### src/rtl/food_spawn_ctrl_pkg.sv
`default_nettype none
// ---------------------------------------------------------------------------
// food_spawn_ctrl_pkg : shared game constants and spawn FSM state enum. Rev 1.0
// ---------------------------------------------------------------------------
package food_spawn_ctrl_pkg;

  localparam int GRID_W  = 40;
  localparam int GRID_H  = 30;
  localparam int COORD_W = 6;

  typedef enum logic [2:0] {
    ST_IDLE   = 3'd0,
    ST_DRAW_X = 3'd1,
    ST_DRAW_Y = 3'd2,
    ST_QUERY  = 3'd3,
    ST_DONE   = 3'd4,
    ST_FAIL   = 3'd5
  } spawn_state_e;

endpackage
`default_nettype wire

### src/rtl/food_spawn_ctrl_lfsr6.sv
`default_nettype none
// ---------------------------------------------------------------------------
// lfsr6 : free-running 6-bit maximal-length LFSR (period 63). Rev 1.0
// ---------------------------------------------------------------------------
module lfsr6 #(
  parameter logic [5:0] SEED = 6'd1
) (
  input  logic       clk,
  input  logic       reset,
  output logic [5:0] q_o
);
  import food_spawn_ctrl_pkg::*;

  logic [COORD_W-1:0] q_q;
  logic [COORD_W-1:0] q_d;

  // Right-shift Fibonacci form of x^6 + x + 1; the all-zero state is unreachable.
  assign q_d = {q_q[0] ^ q_q[1], q_q[5:1]};

  always_ff @(posedge clk or posedge reset) begin
    if (reset) begin
      q_q <= SEED;
    end else begin
      q_q <= q_d;
    end
  end

  assign q_o = q_q;

endmodule
`default_nettype wire

### src/rtl/food_spawn_ctrl.sv
`default_nettype none
// ---------------------------------------------------------------------------
// food_spawn_ctrl : draws random in-grid cells and checks occupancy until one is free. Rev 1.0
// ---------------------------------------------------------------------------
module food_spawn_ctrl #(
  parameter int         GRID_W    = food_spawn_ctrl_pkg::GRID_W,
  parameter int         GRID_H    = food_spawn_ctrl_pkg::GRID_H,
  parameter int         MAX_TRIES = 16,
  parameter logic [5:0] SEED      = 6'd1
) (
  input  logic       clk,
  input  logic       reset,
  input  logic       spawn_req_i,
  output logic       spawn_busy_o,
  output logic       occ_query_o,
  output logic [5:0] occ_x_o,
  output logic [5:0] occ_y_o,
  input  logic       occ_ack_i,
  input  logic       occ_hit_i,
  output logic [5:0] food_x_o,
  output logic [5:0] food_y_o,
  output logic       food_valid_o,
  output logic       spawn_fail_o
);
  import food_spawn_ctrl_pkg::*;

  localparam logic [COORD_W-1:0] LIMIT_X   = COORD_W'(GRID_W);
  localparam logic [COORD_W-1:0] LIMIT_Y   = COORD_W'(GRID_H);
  localparam logic [7:0]         TRY_LIMIT = 8'(MAX_TRIES);

  spawn_state_e       state_q, state_d;
  logic [7:0]         tries_q, tries_d;
  logic [COORD_W-1:0] cand_x_q, cand_x_d;
  logic [COORD_W-1:0] cand_y_q, cand_y_d;
  logic [COORD_W-1:0] food_x_q, food_x_d;
  logic [COORD_W-1:0] food_y_q, food_y_d;
  logic [COORD_W-1:0] lfsr_q;
  logic [COORD_W-1:0] coord;

  lfsr6 #(.SEED(SEED)) u_lfsr (
    .clk   (clk),
    .reset (reset),
    .q_o   (lfsr_q)
  );

  // LFSR never reaches 0, so subtracting 1 maps it onto 0..62.
  assign coord = lfsr_q - 6'd1;

  always_ff @(posedge clk or posedge reset) begin
    if (reset) begin
      state_q  <= ST_IDLE;
      tries_q  <= '0;
      cand_x_q <= '0;
      cand_y_q <= '0;
      food_x_q <= '0;
      food_y_q <= '0;
    end else begin
      state_q  <= state_d;
      tries_q  <= tries_d;
      cand_x_q <= cand_x_d;
      cand_y_q <= cand_y_d;
      food_x_q <= food_x_d;
      food_y_q <= food_y_d;
    end
  end

  always_comb begin
    state_d  = state_q;
    tries_d  = tries_q;
    cand_x_d = cand_x_q;
    cand_y_d = cand_y_q;
    food_x_d = food_x_q;
    food_y_d = food_y_q;
    unique case (state_q)
      ST_IDLE: begin
        if (spawn_req_i) begin
          state_d = ST_DRAW_X;
          tries_d = '0;
        end
      end
      ST_DRAW_X: begin
        if (coord < LIMIT_X) begin
          cand_x_d = coord;
          state_d  = ST_DRAW_Y;
        end
      end
      ST_DRAW_Y: begin
        if (coord < LIMIT_Y) begin
          cand_y_d = coord;
          state_d  = ST_QUERY;
        end
      end
      ST_QUERY: begin
        if (occ_ack_i) begin
          if (!occ_hit_i) begin
            // Food registers load on entry to DONE so they align with the pulse.
            state_d  = ST_DONE;
            food_x_d = cand_x_q;
            food_y_d = cand_y_q;
          end else begin
            tries_d = tries_q + 8'd1;
            state_d = (tries_d == TRY_LIMIT) ? ST_FAIL : ST_DRAW_X;
          end
        end
      end
      ST_DONE: state_d = ST_IDLE;
      ST_FAIL: state_d = ST_IDLE;
      default: state_d = ST_IDLE;
    endcase
  end

  always_comb begin
    spawn_busy_o = (state_q != ST_IDLE);
    occ_query_o  = (state_q == ST_QUERY);
    food_valid_o = (state_q == ST_DONE);
    spawn_fail_o = (state_q == ST_FAIL);
  end

  assign occ_x_o  = cand_x_q;
  assign occ_y_o  = cand_y_q;
  assign food_x_o = food_x_q;
  assign food_y_o = food_y_q;

endmodule
`default_nettype wire

### config.mk
export PLATFORM = sky130hd
export DESIGN_NAME = food_spawn_ctrl
export DESIGN_NICKNAME = d
export VERILOG_FILES = /design/src/rtl/food_spawn_ctrl_pkg.sv /design/src/rtl/food_spawn_ctrl_lfsr6.sv /design/src/rtl/food_spawn_ctrl.sv
export SDC_FILE = /design/constraint.sdc
export NUM_CORES = 1
export LEC_CHECK = 0
export CAP_MARGIN = 20
export CORE_MARGIN = 2
export CORE_UTILIZATION = 40
export CTS_CLUSTER_SIZE = 20
export DETAILED_ROUTE_END_ITERATION = 8
export SLEW_MARGIN = 40
export SYNTH_ARGS = -nofsm -noshare
export SYNTH_HDL_FRONTEND = slang
export SYNTH_SLANG_ARGS = --single-unit
### constraint.sdc
create_clock -name clk -period 2.4 [get_ports clk]
set_input_delay 0.48 -clock clk [delete_from_list [all_inputs] [get_ports clk]]
set_output_delay 0.48 -clock clk [all_outputs]
set_load 0.005 [all_outputs]
==> out/metrics.csv <==
metric,value,unit
status,completed,
cap_violations,0,
slew_violations,0,
holdBufCountCts,0,
n_antenna_cell,0,
h-tree-depth,2,
crit_required,2.57,ns
rsz0062_at_grt,no,
area_delta_synth_final,25.6,%
grt_pass1_wl,6670,um
p_leak,1.11,nW
ys_types,45,
num_vias,1348,
peakVddDrop,0.000300,V
dp_slack,0.227,ns
dp.cells,246,
ys_async_sr_fraction,100,%
synth_top_flop_cell,dfrtp_1,
finalCritPeriodShare,87.8,%
yosys.area.top_type_share,52.6,%
die_y,73.0,um
drt-initial-drc-count,67,
drive_above_1_share,19.6,%
fin_ws,0.293,ns
netlist_area,1900,um^2
stdcell_count,253,
utilization,51.3,%
crit_type,reg -> reg,
hold_path_class,reg -> reg,
final_hold_viol_count,0,
tightestPinTransition,0.516,ns
ys_seq_area_share,54.0,%
first_pass_iters,4,
crit_fanout,5,
cts_setup_buffers,0,
synthTopCellsByArea,"dfrtp_1 53%, mux2_2 10%, o21ai_0 3.2%",
numCtsBuffers,5,
grt_pass1_vias,1377,
startpoint_type,register,
syn_inst,164,
regToRegSetupSlack,0.29,ns
slew_headroom,65.6,%
finalWeightedCongestion,0.767,
die_area,5330,um^2
p_per_area,576,nW/um^2
cts_root_buffer,clkbuf_8,
core_area,4660,um^2
nNetsFinal,206,
vias_per_cell,5.33,
post_synth.cell_area_avg,11.6,um^2
yosys_warnings,0,
ant_nets,0,
grt_overflow_total,0,
die_w,73.0,um
syn_nets,171,
worstSkewPairLatency,0.29,ns
cts_tree,built,
synth_edf_count,0,
finalClockSkew,0.00632,ns
setup_viol_count_final,0,
drc,0,
routed_wl,3900,um
fin_tns_setup,0,ns
period_needed,2.11,ns
crit_arrival,2.28,ns
grt_usage,16.5,%
cts_resized,0,
port_buffers,32,
synth_seq_cells,41,
wl_per_cell,15.4,um
hpwl,2820,um
antenna_found_initial,0,
grt_start_max_net_pins,42,
critPathCaptureType,register,
cts.sinks,41,
clk_pin_slew,0.07,ns
netlist.top_cell.by_area,dfrtp_1,
ios,33,
initial_utilization,40.8,%
clockBufferDepth,2,
fmax,475,MHz
row_count,25,
==> layer usage <==
metal | GRT usage, % | part of all wire [%] | vias to the layer above
met4 | 6.17 | 1.4 | 0
met1 | 20.1 | 43 | 665
met3 | 4.97 | 4.2 | 6
li1 | - | - | 652
met2 | 27.7 | 51 | 25
met5 | 0 | 0 | -
==> where the power goes <==
group / internal (mW) / leakage, nW / switching, mW
clock network: 0.302 / 0.0540 / 0.227
logic: 0.0507 / 0.492 / 0.0687
registers: 0.704 / 0.565 / 0.0248
total: 1.06 / 1.11 / 0.321
==> worst max-delay path, stage by stage (launching register included) <==
cell	delay, ns
dfstp_2	0.56
inv_1	0.07
ha_1	0.25
nor2b_1	0.16
a31oi_1	0.26
o221ai_2	0.22
nand2_4	0.16
mux2_4	0.30
==> sequential cells by signal, summed over array words and instances, names as in the netlist <==
signal      count
occ_y_o         6
food_x_o        6
food_y_o        6
tries_q         8
u_lfsr.q_o      6
state_q         3
occ_x_o         6
==> cell usage after synthesis (3+ instances only) <==
library cell / n
xor2_1: 4
nand2b_1: 3
o21ai_0: 12
nand2_1: 9
mux2_4: 4
inv_1: 6
dfrtp_1: 40
mux2_2: 17
nor3_1: 3
a31oi_1: 3
clkbuf_1: 6
nand3_1: 3
nor2_1: 7
and3_1: 5
a21oi_1: 6
==> final timing paths <==
path                          startpoint             to  depth (start not counted)
setup reg to reg           u_lfsr.q_o[0]     occ_x_o[2]                          7
max in group asynchronous          reset  u_lfsr.q_o[0]                          3
hold reg to reg            u_lfsr.q_o[5]  u_lfsr.q_o[4]                          0
min in group asynchronous          reset     tries_q[3]                          3
setup / recovery           u_lfsr.q_o[0]     occ_x_o[2]                          7
hold / removal             u_lfsr.q_o[5]  u_lfsr.q_o[4]                          0
==> final cells by class <==
cell class / count / area [um^2]
Clock buffer: 5 / 68.8
Timing Repair Buffer: 35 / 343
Sequential cell: 41 / 1030
Tap cell: 54 / 67.6
Clock inverter: 2 / 35.0
Inverter: 6 / 22.5
Fill cell: 416 / 2270
Multi-Input combinational cell: 110 / 826
==> placed cells by master, fill, tap and decap left out, drive strengths merged, types with 3 or more instances in the layout <==
cell            n
buf             3
o21ai          12
and3            5
nand2b          3
nand2          10
a31oi           3
dfrtp          40
mux2           21
inv             6
clkbuf          5
clkdlybuf4s50  32
xor2            4
nor2            7
nand3           4
a21oi           6
nor3            3
==> logic make-up after synthesis <==
family                     after synthesis  synth area share (%)
AOI/OAI and AO/OA                       31                  10.3
xor gates and xnor gates                 6                  2.76
DFF                                     41                  54.0
muxes                                   22                  13.7
and+or+nand+nor                         49                  15.3
adders and majority gates                2                  1.31
buffers and inverters                   13                  2.63
==> stage by stage <==
| stage | hold WS, ns | total power, mW | area [um^2] |
|---|---|---|---|
| after floorplan | 0.352 | 0.817 | 1900 |
| after global placement | 0.417 | 0.859 | 2290 |
| after detailed placement | 0.410 | 0.866 | 2290 |
| after CTS | 0.428 | 1.40 | 2390 |
| after global routing | 0.445 | 1.45 | 2390 |
| final | 0.421 | 1.38 | 2390 |
(Power assumes the default switching activity.)
